==> src/rtl/sonar_pkg.sv <==
// ---------------------------------------------------------------------------
// sonar_pkg
// Shared types and constants for the sonar scan sequencer.
//   state_t            : sequencer FSM states
//   CNT_W              : width of the watchdog / guard counter
//   DIST_W             : width of one distance result
//   SONAR_DEFAULT_FREQ : default system clock frequency in Hz
//   idx_width()        : bits needed to hold a channel index (minimum 1)
//   ptr_width()        : bits needed to hold a scan pointer 0..N (N = past end)
// ---------------------------------------------------------------------------
package sonar_pkg;

    localparam int CNT_W              = 32;
    localparam int DIST_W             = 8;
    localparam int SONAR_DEFAULT_FREQ = 50_000_000;

    typedef enum logic [2:0] {
        ST_IDLE,
        ST_SELECT,
        ST_ISSUE,
        ST_WAIT_RDY,
        ST_GUARD,
        ST_DONE
    } state_t;

    function automatic int idx_width(input int n);
        return (n > 1) ? $clog2(n) : 1;
    endfunction

    // The pointer must also represent N itself, meaning "no channel left".
    function automatic int ptr_width(input int n);
        return $clog2(n + 1);
    endfunction

endpackage

==> src/rtl/sonar_scan_sequencer_if.sv <==
// ---------------------------------------------------------------------------
// sonar_scan_sequencer_if
// Bundles the host control, driver handshake and result-bank signals of the
// sonar scan sequencer.
//   start, continuous, enable_mask  : host scan control
//   drv_measure / drv_ready / drv_distance : per-channel sonar driver handshake
//   dist_out, valid, timeout_err    : per-channel result bank
//   busy, scan_done                 : sequencer status
//   nearest_dist, nearest_idx       : only when SONAR_SEQ_NEAREST_EN is defined
// Modports: master = sequencer side, slave = host / driver side.
// ---------------------------------------------------------------------------
interface sonar_scan_sequencer_if
    import sonar_pkg::*;
#(
    parameter int N_SENSORS = 4
) ();

    logic                          start;
    logic                          continuous;
    logic [N_SENSORS-1:0]          enable_mask;
    logic [N_SENSORS-1:0]          drv_measure;
    logic [N_SENSORS-1:0]          drv_ready;
    logic [DIST_W*N_SENSORS-1:0]   drv_distance;
    logic [DIST_W*N_SENSORS-1:0]   dist_out;
    logic [N_SENSORS-1:0]          valid;
    logic [N_SENSORS-1:0]          timeout_err;
    logic                          busy;
    logic                          scan_done;

`ifdef SONAR_SEQ_NEAREST_EN
    localparam int IDX_W = idx_width(N_SENSORS);
    logic [DIST_W-1:0]             nearest_dist;
    logic [IDX_W-1:0]              nearest_idx;

    modport master (
        input  start, continuous, enable_mask, drv_ready, drv_distance,
        output drv_measure, dist_out, valid, timeout_err, busy, scan_done,
        output nearest_dist, nearest_idx
    );
    modport slave (
        output start, continuous, enable_mask, drv_ready, drv_distance,
        input  drv_measure, dist_out, valid, timeout_err, busy, scan_done,
        input  nearest_dist, nearest_idx
    );
`else
    modport master (
        input  start, continuous, enable_mask, drv_ready, drv_distance,
        output drv_measure, dist_out, valid, timeout_err, busy, scan_done
    );
    modport slave (
        output start, continuous, enable_mask, drv_ready, drv_distance,
        input  drv_measure, dist_out, valid, timeout_err, busy, scan_done
    );
`endif

endinterface

==> src/rtl/sonar_next_sel.sv <==
// ---------------------------------------------------------------------------
// sonar_next_sel
// Combinational priority finder: returns the lowest set index in i_mask that
// is greater than or equal to i_pointer.
//   i_mask    : candidate channels
//   i_pointer : first index allowed (N_SENSORS means none allowed)
//   o_found   : a candidate exists
//   o_index   : lowest qualifying index (0 when none)
// ---------------------------------------------------------------------------
module sonar_next_sel #(
    parameter int N_SENSORS = 4,
    parameter int PTR_W     = 3,
    parameter int IDX_W     = 2
) (
    input  logic [N_SENSORS-1:0] i_mask,
    input  logic [PTR_W-1:0]     i_pointer,
    output logic                 o_found,
    output logic [IDX_W-1:0]     o_index
);

    logic [N_SENSORS-1:0] w_cand;

    generate
        for (genvar gi = 0; gi < N_SENSORS; gi++) begin : g_cand
            assign w_cand[gi] = i_mask[gi] && (PTR_W'(gi) >= i_pointer);
        end
    endgenerate

    // Walk from the top down so the lowest candidate is the last to win.
    always_comb begin
        o_found = 1'b0;
        o_index = '0;
        for (int i = N_SENSORS - 1; i >= 0; i--) begin
            if (w_cand[i]) begin
                o_found = 1'b1;
                o_index = IDX_W'(i);
            end
        end
    end

endmodule

==> src/rtl/sonar_scan_sequencer.sv <==
// ---------------------------------------------------------------------------
// sonar_scan_sequencer
// Fires N HC-SR04 sonar drivers one at a time in ascending order (skipping
// masked channels), waits for each ready edge under a watchdog, enforces a
// guard gap between pings and latches results into a per-channel bank.
//   clk, rst : system clock, asynchronous active-high reset
//   bus      : sonar_scan_sequencer_if.master (control, driver handshake,
//              result bank, status)
// Optional: define SONAR_SEQ_NEAREST_EN to add nearest_dist / nearest_idx,
// the smallest successful distance, refreshed at the end of every scan.
// ---------------------------------------------------------------------------
module sonar_scan_sequencer
    import sonar_pkg::*;
#(
    parameter int FREQ         = SONAR_DEFAULT_FREQ,
    parameter int N_SENSORS    = 4,
    parameter int GUARD_CYCLES = 3_000_000,
    parameter int WDOG_CYCLES  = 1_500_000
) (
    input  logic                   clk,
    input  logic                   rst,
    sonar_scan_sequencer_if.master bus
);

    localparam int IDX_W = idx_width(N_SENSORS);
    localparam int PTR_W = ptr_width(N_SENSORS);
    localparam logic [CNT_W-1:0] GUARD_LOAD = CNT_W'(GUARD_CYCLES);
    localparam logic [CNT_W-1:0] WDOG_LOAD  = CNT_W'(WDOG_CYCLES);

    // Elaboration-time sanity hook for the timing parameters.
    if (FREQ <= 0 || N_SENSORS < 1 || N_SENSORS > 8) begin : g_param_range_bad
    end

    state_t                 r_state;
    logic [N_SENSORS-1:0]   r_mask;
    logic [N_SENSORS-1:0]   r_measure;
    logic [N_SENSORS-1:0]   r_valid;
    logic [N_SENSORS-1:0]   r_timeout;
    logic [N_SENSORS-1:0]   r_rdy_prev;
    logic [PTR_W-1:0]       r_ptr;
    logic [IDX_W-1:0]       r_sel;
    logic [CNT_W-1:0]       r_cnt;
    logic                   r_busy;
    logic                   r_scan_done;
    logic [DIST_W-1:0]      r_dist [N_SENSORS];
    logic [DIST_W-1:0]      w_drv_dist [N_SENSORS];

    logic                   w_found;
    logic [IDX_W-1:0]       w_idx;
    logic                   w_edge;

    sonar_next_sel #(
        .N_SENSORS (N_SENSORS),
        .PTR_W     (PTR_W),
        .IDX_W     (IDX_W)
    ) u_next_sel (
        .i_mask    (r_mask),
        .i_pointer (r_ptr),
        .o_found   (w_found),
        .o_index   (w_idx)
    );

    generate
        for (genvar gi = 0; gi < N_SENSORS; gi++) begin : g_lane
            assign w_drv_dist[gi]                   = bus.drv_distance[gi*DIST_W +: DIST_W];
            assign bus.dist_out[gi*DIST_W +: DIST_W] = r_dist[gi];
        end
    endgenerate

    // Only the selected channel's ready line can complete a measurement.
    assign w_edge = bus.drv_ready[r_sel] & ~r_rdy_prev[r_sel];

    always_ff @(posedge clk or posedge rst) begin
        if (rst) begin
            r_state     <= ST_IDLE;
            r_mask      <= '0;
            r_measure   <= '0;
            r_valid     <= '0;
            r_timeout   <= '0;
            r_rdy_prev  <= '0;
            r_ptr       <= '0;
            r_sel       <= '0;
            r_cnt       <= '0;
            r_busy      <= 1'b0;
            r_scan_done <= 1'b0;
            for (int i = 0; i < N_SENSORS; i++) begin
                r_dist[i] <= '0;
            end
        end else begin
            r_rdy_prev  <= bus.drv_ready;
            r_scan_done <= 1'b0;
            r_measure   <= '0;
            case (r_state)
                ST_IDLE: begin
                    if (bus.start || bus.continuous) begin
                        r_mask  <= bus.enable_mask;
                        r_ptr   <= '0;
                        r_busy  <= 1'b1;
                        r_state <= ST_SELECT;
                    end
                end
                ST_SELECT: begin
                    if (w_found) begin
                        r_sel     <= w_idx;
                        // Raised here so the pulse coincides with the ISSUE cycle.
                        r_measure <= N_SENSORS'(1) << w_idx;
                        r_state   <= ST_ISSUE;
                    end else begin
                        r_scan_done <= 1'b1;
                        r_state     <= ST_DONE;
                    end
                end
                ST_ISSUE: begin
                    r_cnt   <= WDOG_LOAD;
                    r_state <= ST_WAIT_RDY;
                end
                ST_WAIT_RDY: begin
                    // A ready edge wins over a simultaneous watchdog expiry.
                    if (w_edge) begin
                        r_dist[r_sel]    <= w_drv_dist[r_sel];
                        r_valid[r_sel]   <= 1'b1;
                        r_timeout[r_sel] <= 1'b0;
                        r_cnt            <= GUARD_LOAD;
                        r_state          <= ST_GUARD;
                    end else if (r_cnt == '0) begin
                        r_timeout[r_sel] <= 1'b1;
                        r_cnt            <= GUARD_LOAD;
                        r_state          <= ST_GUARD;
                    end else begin
                        r_cnt <= r_cnt - 1'b1;
                    end
                end
                ST_GUARD: begin
                    if (r_cnt == '0) begin
                        r_ptr   <= PTR_W'(r_sel) + PTR_W'(1);
                        r_state <= ST_SELECT;
                    end else begin
                        r_cnt <= r_cnt - 1'b1;
                    end
                end
                ST_DONE: begin
                    if (bus.continuous) begin
                        r_mask  <= bus.enable_mask;
                        r_ptr   <= '0;
                        r_state <= ST_SELECT;
                    end else begin
                        r_busy  <= 1'b0;
                        r_state <= ST_IDLE;
                    end
                end
                default: begin
                    r_busy  <= 1'b0;
                    r_state <= ST_IDLE;
                end
            endcase
        end
    end

    assign bus.drv_measure = r_measure;
    assign bus.valid       = r_valid;
    assign bus.timeout_err = r_timeout;
    assign bus.busy        = r_busy;
    assign bus.scan_done   = r_scan_done;

`ifdef SONAR_SEQ_NEAREST_EN
    logic [N_SENSORS-1:0]   w_qual;
    logic                   w_q_found;
    logic [IDX_W-1:0]       w_q_idx;
    logic [PTR_W-1:0]       w_zero_ptr;
    logic [DIST_W-1:0]      w_best_dist;
    logic [IDX_W-1:0]       w_best_idx;
    logic [DIST_W-1:0]      r_near_dist;
    logic [IDX_W-1:0]       r_near_idx;

    generate
        for (genvar gi = 0; gi < N_SENSORS; gi++) begin : g_qual
            assign w_qual[gi] = r_valid[gi] & ~r_timeout[gi];
        end
    endgenerate

    assign w_zero_ptr = '0;

    // The lowest qualifying channel seeds the search; a strict less-than
    // below then keeps ties on the lower index.
    sonar_next_sel #(
        .N_SENSORS (N_SENSORS),
        .PTR_W     (PTR_W),
        .IDX_W     (IDX_W)
    ) u_first_qual (
        .i_mask    (w_qual),
        .i_pointer (w_zero_ptr),
        .o_found   (w_q_found),
        .o_index   (w_q_idx)
    );

    always_comb begin
        w_best_dist = r_dist[w_q_idx];
        w_best_idx  = w_q_idx;
        for (int i = 0; i < N_SENSORS; i++) begin
            if (w_qual[i] && (r_dist[i] < w_best_dist)) begin
                w_best_dist = r_dist[i];
                w_best_idx  = IDX_W'(i);
            end
        end
        if (!w_q_found) begin
            w_best_dist = 8'hFF;
            w_best_idx  = '0;
        end
    end

    always_ff @(posedge clk or posedge rst) begin
        if (rst) begin
            r_near_dist <= 8'hFF;
            r_near_idx  <= '0;
        end else if (r_state == ST_DONE) begin
            r_near_dist <= w_best_dist;
            r_near_idx  <= w_best_idx;
        end
    end

    assign bus.nearest_dist = r_near_dist;
    assign bus.nearest_idx  = r_near_idx;
`else
    // Nearest-distance reduction not built in this configuration.
`endif

endmodule

==> src/flat_wrapper.sv <==
// flat-port wrapper written by rule: the top's interface ports become plain ports
module sonar_scan_sequencer_flat import sonar_pkg::*;
#(
    parameter int FREQ         = SONAR_DEFAULT_FREQ,
    parameter int N_SENSORS    = 4,
    parameter int GUARD_CYCLES = 3_000_000,
    parameter int WDOG_CYCLES  = 1_500_000
)
  (clk, rst, bus_start, bus_continuous, bus_enable_mask, bus_drv_ready, bus_drv_distance, bus_drv_measure, bus_dist_out, bus_valid, bus_timeout_err, bus_busy, bus_scan_done);
  sonar_scan_sequencer_if #(.N_SENSORS(N_SENSORS)) bus_i ();
  input  logic clk;
  input  logic rst;
  input wire logic [$bits(bus_i.start)-1:0] bus_start;
  input wire logic [$bits(bus_i.continuous)-1:0] bus_continuous;
  input wire logic [$bits(bus_i.enable_mask)-1:0] bus_enable_mask;
  input wire logic [$bits(bus_i.drv_ready)-1:0] bus_drv_ready;
  input wire logic [$bits(bus_i.drv_distance)-1:0] bus_drv_distance;
  output wire logic [$bits(bus_i.drv_measure)-1:0] bus_drv_measure;
  output wire logic [$bits(bus_i.dist_out)-1:0] bus_dist_out;
  output wire logic [$bits(bus_i.valid)-1:0] bus_valid;
  output wire logic [$bits(bus_i.timeout_err)-1:0] bus_timeout_err;
  output wire logic [$bits(bus_i.busy)-1:0] bus_busy;
  output wire logic [$bits(bus_i.scan_done)-1:0] bus_scan_done;
  assign bus_i.start = bus_start;
  assign bus_i.continuous = bus_continuous;
  assign bus_i.enable_mask = bus_enable_mask;
  assign bus_i.drv_ready = bus_drv_ready;
  assign bus_i.drv_distance = bus_drv_distance;
  assign bus_drv_measure = bus_i.drv_measure;
  assign bus_dist_out = bus_i.dist_out;
  assign bus_valid = bus_i.valid;
  assign bus_timeout_err = bus_i.timeout_err;
  assign bus_busy = bus_i.busy;
  assign bus_scan_done = bus_i.scan_done;
  sonar_scan_sequencer #(.FREQ(FREQ), .N_SENSORS(N_SENSORS), .GUARD_CYCLES(GUARD_CYCLES), .WDOG_CYCLES(WDOG_CYCLES)) u_core (.clk(clk), .rst(rst), .bus(bus_i));
endmodule
==> config.mk <==
export PLATFORM = sky130hd
export DESIGN_NAME = sonar_scan_sequencer_flat
export DESIGN_NICKNAME = d
export VERILOG_FILES = /design/src/rtl/sonar_pkg.sv /design/src/rtl/sonar_scan_sequencer_if.sv /design/src/rtl/sonar_next_sel.sv /design/src/rtl/sonar_scan_sequencer.sv /design/src/flat_wrapper.sv
export SDC_FILE = /design/constraint.sdc
export NUM_CORES = 1
export LEC_CHECK = 0
export ABC_AREA = 0
export ABC_CLOCK_PERIOD_IN_PS = 8600
export BUFFER_PORTS_ARGS = -buffer_cell sky130_fd_sc_hd__buf_2
export CORE_MARGIN = 2
export CORE_UTILIZATION = 51
export DETAILED_ROUTE_END_ITERATION = 8
export HOLD_SLACK_MARGIN = 0.05
export PLACE_DENSITY_LB_ADDON = 0.1
export SLEW_MARGIN = 20
export SYNTH_ARGS = -nofsm -noshare
export SYNTH_HDL_FRONTEND = slang
export SYNTH_SLANG_ARGS = --single-unit
==> constraint.sdc <==
create_clock -name clk -period 8.6 [get_ports clk]
set_input_delay 0 -clock clk [delete_from_list [all_inputs] [get_ports clk]]
set_output_delay 0 -clock clk [all_outputs]
set_load 0.05 [all_outputs]
==> flow_metrics.env, run 1 <==
export IMPL_syn_nets=463
export IMPL_crit_fanout=17
export IMPL_clk_latency_ns=0.37
export IMPL_grt_max_degree=59
export IMPL_ys_seq_elements=94
export IMPL_start_util_pct=52.4
export IMPL_met1Wirelength_microns=4610
export IMPL_cts_tree="yes"
export IMPL_grt_setup_unrepaired="false"
export IMPL_ys_types=57
export IMPL_whs_ns=0.133
export IMPL_synth_area_sq_mm=0.00457
export IMPL_crit_path_end_kind="flop"
export IMPL_rows=34
export IMPL_nets=558
export IMPL_period_needed_ns=3.30
export IMPL_syn_to_final_growth_pct=17.8
export IMPL_num_vias=3566
export IMPL_avgRoutedWirePerCell_microns=16.6
export IMPL_path_clk_slew_ns=0.10
export IMPL_ys_flop_type="dfrtp_1"
export IMPL_synth_top_area_cell="dfrtp_1"
export IMPL_cts_root_buf="clkbuf_8"
export IMPL_status="finished, final reports clean"
export IMPL_cp_arrival_ns=3.59
export IMPL_setup_tns_ns=0
export IMPL_power_switching_uw=1000
export IMPL_ant_nets=0
export IMPL_via_per_inst=5.73
export IMPL_drt_iter0_drc=246
export IMPL_overflow=0
export IMPL_port_buffers=89
export IMPL_maxSlewViolCount=0
export IMPL_hold_viol=0
export IMPL_antenna_cells=0
export IMPL_critPathLaunch="u_core.r_sel[0]$_DFFE_PP0P_"
export IMPL_relSlewSlack_pct=38.1
export IMPL_worstHoldStart="bus_drv_distance[18]"
export IMPL_synth_edf_count=0
export IMPL_pwr_share_seq_pct=35.6
export IMPL_finClkSkew_ns=0.0136
export IMPL_max_freq_ghz=0.303
export IMPL_highest_layer="met4"
export IMPL_met2_length_microns=4880
export IMPL_internal_power_uw=1020
export IMPL_gp_congestion=0.982
export IMPL_fillers=735
export IMPL_yosys_top_cells_area="dfrtp_1 (51%), mux2_2 (8.9%), mux4_2 (3.9%)"
export IMPL_clock_sinks=94
export IMPL_die_x_microns=98.7
export IMPL_grt_pass1_vias=3553
export IMPL_power_density_mw_per_mm2=375
export IMPL_netlist_instances=414
export IMPL_yosysMostFrequentCell="dfrtp_1"
export IMPL_ioPinCount=90
export IMPL_core_area_sq_mm=0.00872
export IMPL_die_y_microns=98.7
export IMPL_comb_power_share_pct=50.9
export IMPL_netlist_area_leader_share_pct=51.5
export IMPL_dp_hpwl_microns=7450
export IMPL_grt_pass1_wl_microns=17400
export IMPL_required_ns=8.89
export IMPL_worst_pin_slew_ns=0.921
export IMPL_die_area_sq_mm=0.00973
export IMPL_track_usage_pct=22.5
export IMPL_synth_common_cells="dfrtp_1 (94), nor2_1 (40), mux2_2 (36)"
export IMPL_p_leak_uw=0.00249
export IMPL_critical_path_class="flop to flop"
export IMPL_maxCapViolations=0
export IMPL_drt_wl_total_microns=10300
export IMPL_drc=0
export IMPL_cts_made_buffers=9
export IMPL_drive_above_1_share_pct=31.1
export IMPL_swShare_pct=49.6
export IMPL_dp_cells=595
export IMPL_start_kind="flop"
export IMPL_firstDrtPassIters=4
export IMPL_clockBufferDepth=2
export IMPL_post_cts_setup_buffers=0
export IMPL_setup_viol=0
export IMPL_irDropWorstVdd_mv=0.210
export IMPL_htreeDepth=3
export IMPL_stdcell_count=622
export IMPL_post_route_period_util_pct=38.3
export IMPL_antenna_found_initial=0
export IMPL_async_flop_share_pct=100
export IMPL_yosys_warnings=0
export IMPL_avgSynthCellArea_sq_um=11.0
export IMPL_ys_seq_area_share_pct=51.5
export IMPL_min_path_type="input port to flop"
export IMPL_clock_power_share_pct=13.5
export IMPL_final_core_util_pct=61.7
export IMPL_wl_met3_microns=659
export IMPL_r2r_start="u_core.r_sel[0]$_DFFE_PP0P_"
cells in the final DEF, fill, tap and decap left out, types with 8 or more instances in the layout:
cell type | netlist | layout
a2111oi_0 | 8 | 8
a21oi_1 | 18 | 18
a31oi_1 | 9 | 9
buf_2 | 2 | 89
clkbuf_8 | 0 | 9
dfrtp_1 | 94 | 94
dlygate4sd3_1 | 0 | 11
inv_1 | 13 | 12
mux2_2 | 36 | 36
mux4_2 | 8 | 8
nand2_1 | 33 | 33
nand3_1 | 8 | 8
nor2_1 | 40 | 40
nor3_1 | 11 | 11
o21ai_0 | 24 | 24
xnor2_1 | 15 | 15
per-layer routing:
metal / up-vias / GRT usage, %
met5: - / 0
met4: 0 / 8.01
met3: 15 / 4.82
met2: 123 / 35.9
met1: 1730 / 30.7
li1: 1698 / -
power groups by stage:
stage | Sequential (uW) | Clock, uW | Combinational (uW)
global placement | 721 | 0 | 1010
detailed placement | 726 | 0 | 1020
finish | 719 | 273 | 1030
CTS | 718 | 281 | 1030
global route | 745 | 300 | 1110
floorplan | 972 | 0 | 537
metrics by stage:
step	total power, uW	instance area (sq um)	setup WS, ns
floorplan	1510	4570	5.88
global route	2160	5380	4.77
global placement	1730	5090	5.40
CTS	2030	5380	5.30
finish	2020	5380	5.30
detailed placement	1750	5090	5.31
cells by family (layout without fill, tap and decap cells):
| kind of cell | after synthesis | count (layout) | share of synthesized area, % |
|---|---|---|---|
| and+or+nand+nor | 130 | 130 | 14.0 |
| DFF | 94 | 94 | 51.5 |
| AOI/OAI and AO/OA | 92 | 92 | 13.9 |
| muxes | 47 | 47 | 13.5 |
| buffers and inverters | 30 | 130 | 2.68 |
| xor gates and xnor gates | 16 | 16 | 3.07 |
| adders and majority gates | 5 | 5 | 1.37 |
registers in the layout, indices dropped and copies added (netlist names), named ones only:
signal,flops
u_core.r_cnt,32
u_core.r_ptr,3
u_core.bus.valid,4
u_core.r_rdy_prev,4
u_core.bus.scan_done,1
u_core.bus.dist_out,32
u_core.r_mask,4
u_core.r_sel,2
u_core.bus.busy,1
u_core.bus.drv_measure,4
u_core.r_state,3
area by class of cell:
type / count / area (sq um) / share of cell area, %
timing repair buffer: 101 / 563 / 10.5
sequential: 94 / 2350 / 43.7
clock inverter: 6 / 58.8 / 1.09
clock buffer: 10 / 128 / 2.37
inverter: 13 / 50.0 / 0.930
tap: 108 / 135 / 2.51
multi-input combinational: 290 / 2100 / 38.9
worst max-delay path: stages, from the launching register on:
cell and delay (ns):
dfrtp_1 0.89, nor3b_1 0.12, o21ai_0 0.40, nand2_1 0.34
o31ai_1 0.86, nor2_1 0.41, nor2_1 0.19
what timing repair did:
item                                   4_1_cts  5_1_grt
hold buffers                                11        0
gates resized for setup                      0        0
endpoints found under the hold margin       46        0
worst paths after layout:
path / to / slack [ns] / depth (start not counted)
min in group asynchronous: u_core.bus.dist_out[17]$_DFFE_PP0P_ / 0.24 / 3
worst min-delay path: u_core.bus.dist_out[10]$_DFFE_PP0P_ / 0.13 / 3
max in group asynchronous: asynchronous set/reset pin / 7.22 / 4
worst min register to register: u_core.bus.valid[3]$_DFFE_PP0P_ / 0.46 / 1
worst max register to register: u_core.r_cnt[31]$_DFFE_PP0P_ / 5.30 / 6
worst max-delay path: u_core.r_cnt[31]$_DFFE_PP0P_ / 5.30 / 6
(Power assumes the default switching activity.)
==> run 2, diff against run 1 <==
--- a/config.mk
+++ b/config.mk
@@ -6,10 +6,10 @@
 export NUM_CORES = 1
 export LEC_CHECK = 0
 export ABC_AREA = 0
-export ABC_CLOCK_PERIOD_IN_PS = 8600
+export ABC_CLOCK_PERIOD_IN_PS = 3000
 export BUFFER_PORTS_ARGS = -buffer_cell sky130_fd_sc_hd__buf_2
 export CORE_MARGIN = 2
-export CORE_UTILIZATION = 51
+export CORE_UTILIZATION = 50
 export DETAILED_ROUTE_END_ITERATION = 8
 export HOLD_SLACK_MARGIN = 0.05
 export PLACE_DENSITY_LB_ADDON = 0.1
==> constraint.sdc (replaced) <==
create_clock -name clk -period 3 [get_ports clk]
set_input_delay 0 -clock clk [delete_from_list [all_inputs] [get_ports clk]]
set_output_delay 0 -clock clk [all_outputs]
set_load 0.05 [all_outputs]
==> flow_metrics.env, run 2 (synthesized netlist as in run 1, its figures left out) <==
export IMPL_status="finished, final reports clean"
export IMPL_p_leak_uw=0.00257
export IMPL_drive_above_1_share_pct=33.4
export IMPL_post_route_period_util_pct=96.7
export IMPL_antenna_cells=0
export IMPL_die_area_sq_mm=0.00992
export IMPL_path_clk_slew_ns=0.09
export IMPL_cts_tree="yes"
export IMPL_via_per_inst=5.80
export IMPL_met1Wirelength_microns=5040
export IMPL_min_path_type="input port to flop"
export IMPL_gp_congestion=0.871
export IMPL_max_freq_ghz=0.345
export IMPL_nets=572
export IMPL_grt_setup_unrepaired="true"
export IMPL_drt_wl_total_microns=11000
export IMPL_clock_power_share_pct=14.2
export IMPL_worst_pin_slew_ns=0.648
export IMPL_start_util_pct=51.9
export IMPL_crit_path_end_kind="flop"
export IMPL_pre_cts_ws_ns=0.117
export IMPL_fin_ws_ns=0.0998
export IMPL_num_vias=3683
export IMPL_setup_viol=0
export IMPL_cpMaxStageDelayCell="or4b_1"
export IMPL_rows=34
export IMPL_pwr_share_seq_pct=33.6
export IMPL_final_cell_mix="dfrtp_1 (94), buf_2 (89), nor2_1 (40), mux2_2 (36), nand2_1 (33)"
export IMPL_critical_path_class="flop to flop"
export IMPL_grt_pass1_wl_microns=17700
export IMPL_slowest_delay_ns=0.67
export IMPL_clock_sinks=94
export IMPL_whs_ns=0.0682
export IMPL_ioPinCount=90
export IMPL_ant_nets=0
export IMPL_drt_iter0_drc=274
export IMPL_setup_tns_ns=0
export IMPL_port_buffers=89
export IMPL_die_y_microns=99.6
export IMPL_power_uw=6040
export IMPL_relSlewSlack_pct=55.7
export IMPL_power_density_mw_per_mm2=1100
export IMPL_met2_length_microns=5250
export IMPL_clk_latency_ns=0.36
export IMPL_dp_hpwl_microns=7870
export IMPL_r2r_start="u_core.r_cnt[14]$_DFFE_PP0P_"
export IMPL_hold_viol=0
export IMPL_timing_critical_path_buf_inv=0
export IMPL_wl_met3_microns=519
export IMPL_antenna_found_initial=0
export IMPL_start_kind="flop"
export IMPL_drc=0
export IMPL_clockBufferDepth=2
export IMPL_track_usage_pct=22.5
export IMPL_cts_made_buffers=9
export IMPL_grt_max_degree=95
export IMPL_swShare_pct=48.5
export IMPL_final_core_util_pct=62.7
export IMPL_syn_to_final_growth_pct=20.7
export IMPL_worstHoldStart="bus_start"
export IMPL_grt_pass1_vias=3602
export IMPL_crit_chain="or4_4, or4b_1, nor3_2, o31a_1, o21ai_0, a221o_1"
export IMPL_period_needed_ns=2.90
export IMPL_maxSlewViolCount=0
export IMPL_firstDrtPassIters=5
export IMPL_overflow=0
export IMPL_path_delay_family="simple AND/OR/NAND/NOR gates"
export IMPL_power_switching_uw=2930
export IMPL_core_area_sq_mm=0.00881
export IMPL_finClkSkew_ns=0.0144
export IMPL_die_x_microns=99.6
export IMPL_internal_power_uw=3110
export IMPL_crit_fanout=8
export IMPL_avgRoutedWirePerCell_microns=17.3
export IMPL_htreeDepth=3
export IMPL_cp_arrival_ns=3.15
export IMPL_critPathLaunch="u_core.r_cnt[14]$_DFFE_PP0P_"
export IMPL_final_common_cell="dfrtp_1"
export IMPL_irDropWorstVdd_mv=0.520
export IMPL_maxCapViolations=0
export IMPL_comb_power_share_pct=52.3
export IMPL_highest_layer="met4"
export IMPL_cts_root_buf="clkbuf_8"
export IMPL_required_ns=3.25
run 2: path summary, 6_finish.rpt:
kind,cells after the start,slack (ns),to
setup / recovery,6,0.1,u_core.r_cnt[5]$_DFFE_PP0P_
hold / removal,5,0.07,u_core.r_state[0]$_DFFE_PP0P_
setup reg to reg,6,0.1,u_core.r_cnt[5]$_DFFE_PP0P_
hold reg to reg,1,0.47,u_core.bus.valid[3]$_DFFE_PP0P_
max in group asynchronous,4,2.33,u_core.r_cnt[16]$_DFFE_PP0P_
min in group asynchronous,4,0.28,u_core.r_cnt[2]$_DFFE_PP0P_
run 2: metrics by stage:
step           cell area [sq um]  instances
2_1_floorplan               4570        414
3_3_place_gp                5200        609
3_5_place_dp                5200        609
4_1_cts                     5500        634
5_1_grt                     5520        635
6_report                    5520        635
run 2: worst min-delay path, cell delays in order:
cell,delay (ns)
buf_2,0.08
nor2_1,0.06
nand2_1,0.08
o21ai_2,0.06
o22ai_1,0.11
run 2: layer usage:
layer  vias up  GRT usage (%)
met1      1830           30.7
li1       1730              -
met3        13           4.29
met2       110           36.0
met4         0           8.64
met5         -              0
run 2: repair_timing:
action                                  in CTS  in global routing
buffers inserted                             0                  1
hold buffers                                10                  0
gates resized for setup                      0                  2
endpoints found under the setup margin       0                  4
endpoints found under the hold margin      103                  0
run 2: layout make-up:
| class | count | area (sq um) |
|---|---|---|
| clock buffers | 9 | 124 |
| clock inverters | 6 | 68.8 |
| fillers | 705 | 3290 |
| inverters | 13 | 50.0 |
| multi-input cells | 290 | 2110 |
| flip-flops and latches | 94 | 2350 |
| well taps | 108 | 135 |
| repair buffers | 115 | 678 |
run 2: power by group through the flow:
stage / Sequential [uW] / Combinational, uW / Clock (uW)
5_1_grt: 2080 / 3390 / 926
6_report: 2030 / 3160 / 857
2_1_floorplan: 2790 / 1540 / 0
4_1_cts: 2020 / 3130 / 868
3_3_place_gp: 2030 / 3050 / 0
3_5_place_dp: 2040 / 3110 / 0
==> run 3, diff against run 2 <==
--- a/config.mk
+++ b/config.mk
@@ -6,13 +6,15 @@
 export NUM_CORES = 1
 export LEC_CHECK = 0
 export ABC_AREA = 0
-export ABC_CLOCK_PERIOD_IN_PS = 3000
+export ABC_CLOCK_PERIOD_IN_PS = 3800
 export BUFFER_PORTS_ARGS = -buffer_cell sky130_fd_sc_hd__buf_2
 export CORE_MARGIN = 2
-export CORE_UTILIZATION = 50
+export CORE_UTILIZATION = 51
+export CTS_CLUSTER_SIZE = 20
 export DETAILED_ROUTE_END_ITERATION = 8
 export HOLD_SLACK_MARGIN = 0.05
 export PLACE_DENSITY_LB_ADDON = 0.1
+export SETUP_SLACK_MARGIN = 0.5
 export SLEW_MARGIN = 20
 export SYNTH_ARGS = -nofsm -noshare
 export SYNTH_HDL_FRONTEND = slang
==> constraint.sdc (replaced) <==
create_clock -name clk -period 3.8 [get_ports clk]
set_input_delay 0 -clock clk [delete_from_list [all_inputs] [get_ports clk]]
set_output_delay 0 -clock clk [all_outputs]
set_load 0.05 [all_outputs]
==> flow_metrics.env, run 3 (synthesized netlist as in run 1, its figures left out) <==
export IMPL_status="finished, final reports clean"
export IMPL_clockBufferDepth=2
export IMPL_htreeDepth=3
export IMPL_worst_pin_slew_ns=0.733
export IMPL_final_cell_mix="dfrtp_1 (94), buf_2 (89), nor2_1 (40), mux2_2 (36), nand2_1 (32)"
export IMPL_core_area_sq_mm=0.00872
export IMPL_port_buffers=89
export IMPL_regArea_sq_mm=0.00235
export IMPL_drive_above_1_share_pct=32.3
export IMPL_via_per_inst=5.66
export IMPL_setup_tns_ns=0
export IMPL_die_x_microns=98.7
export IMPL_overflow=0
export IMPL_crit_path_end_kind="flop"
export IMPL_avgRoutedWirePerCell_microns=17.1
export IMPL_gp_congestion=0.932
export IMPL_critical_path_class="flop to flop"
export IMPL_required_ns=4.05
export IMPL_ant_nets=0
export IMPL_antenna_found_initial=0
export IMPL_cts_root_buf="clkbuf_8"
export IMPL_num_vias=3535
export IMPL_hold_end="u_core.r_state[0]$_DFFE_PP0P_"
export IMPL_drt_wl_total_microns=10700
export IMPL_grt_pass1_vias=3473
export IMPL_firstDrtPassIters=5
export IMPL_p_leak_uw=0.00252
export IMPL_grt_max_degree=60
export IMPL_regToRegEndpoint="u_core.r_ptr[0]$_DFFE_PP0P_"
export IMPL_final_common_cell="dfrtp_1"
export IMPL_setup_viol=0
export IMPL_rows=34
export IMPL_die_y_microns=98.7
export IMPL_track_usage_pct=22.5
export IMPL_irDropWorstVdd_mv=0.548
export IMPL_r2r_cells=6
export IMPL_drc=0
export IMPL_start_kind="flop"
export IMPL_hold_viol=0
export IMPL_relSlewSlack_pct=51.1
export IMPL_ioPinCount=90
export IMPL_r2r_start="u_core.r_cnt[12]$_DFFE_PP0P_"
export IMPL_start_util_pct=52.4
export IMPL_crit_fanout=10
export IMPL_whs_ns=0.0604
export IMPL_grt_pass1_wl_microns=17500
export IMPL_clk_latency_ns=0.36
export IMPL_period_needed_ns=3.07
export IMPL_path_clk_slew_ns=0.09
export IMPL_drt_iter0_drc=212
export IMPL_grt_setup_unrepaired="false"
export IMPL_cts_made_buffers=9
export IMPL_hold_depth=5
export IMPL_min_path_type="input port to flop"
export IMPL_maxCapViolations=0
export IMPL_critPathLaunch="u_core.r_cnt[12]$_DFFE_PP0P_"
export IMPL_nets=561
export IMPL_maxSlewViolCount=0
export IMPL_max_freq_ghz=0.326
export IMPL_post_route_period_util_pct=80.8
export IMPL_worstHoldStart="bus_start"
export IMPL_dp_hpwl_microns=7670
export IMPL_syn_to_final_growth_pct=18.4
export IMPL_clock_sinks=94
export IMPL_cts_tree="yes"
export IMPL_fillers=736
export IMPL_finClkSkew_ns=0.0143
export IMPL_antenna_cells=0
export IMPL_reg2reg_slack_ns=0.73
export IMPL_multi_input_area_sq_mm=0.00210
export IMPL_die_area_sq_mm=0.00973
export IMPL_power_density_mw_per_mm2=854
export IMPL_cp_arrival_ns=3.32
run 3: cell count changes in the layout (fill, tap and decap cells not counted), sizes merged:
cell      previous run  this run
clkinvlp             1         0
buf                105        94
bufinv               1         0
clkinv               2         3
inv                 15        17
run 3: metrics by stage:
| stage | power (uW) | instances | util [%] | setup slack [ns] | instance area [sq um] |
|---|---|---|---|---|---|
| floorplan | 3420 | 414 | - | 1.08 | 4570 |
| global placement | 3930 | 599 | 58.7 | 0.837 | 5120 |
| detailed placement | 3990 | 599 | 58.7 | 0.706 | 5120 |
| CTS | 4630 | 625 | 62.0 | 0.698 | 5400 |
| global route | 4930 | 625 | 62.1 | 0.608 | 5410 |
| finish | 4620 | 625 | 62.1 | 0.730 | 5410 |
run 3: critical path, stage by stage, from the launching register on:
cell and delay, ns:
dfrtp_1 0.45, or4_4 0.51, or4b_1 0.66, o31ai_4 0.56
o21ai_2 0.11, a211o_1 0.35, mux2_1 0.32
run 3: what timing repair did:
action | 4_1_cts | 5_1_grt
endpoints found under the setup margin | 0 | 18
hold endpoints to repair | 67 | 0
setup buffers | 0 | 0
resized for setup | 0 | 2
hold buffers | 10 | 0
run 3: power by group:
group	total, uW	internal [uW]	switching [uW]
Sequential	1590	1320	265
Combinational	2400	759	1640
Clock	633	253	380
run 3: worst max-delay path by stage:
stage	to	slack [ns]
floorplan	u_core.r_cnt[19]$_DFFE_PP0P_	1.08
global placement	u_core.r_cnt[1]$_DFFE_PP0P_	0.84
detailed placement	u_core.r_cnt[1]$_DFFE_PP0P_	0.71
CTS	u_core.r_cnt[1]$_DFFE_PP0P_	0.70
global route	u_core.r_ptr[0]$_DFFE_PP0P_	0.61
finish	u_core.r_ptr[0]$_DFFE_PP0P_	0.73
run 3: final cells by class:
class	instances	area share, %
Clock inverter	7	1.16
Multi-Input combinational cell	290	38.9
Sequential cell	94	43.5
Timing Repair Buffer	104	10.8
Clock buffer	9	2.29
Inverter	13	0.948
Tap cell	108	2.50
run 3: layer usage:
layer  up-vias  part of all wire, %  GRT usage (%)
li1       1699                    -              -
met1      1722                   45           32.1
met2       108                   49           36.2
met3         6                  5.4           4.11
met4         0                 0.91           5.80
met5         -                    0              0
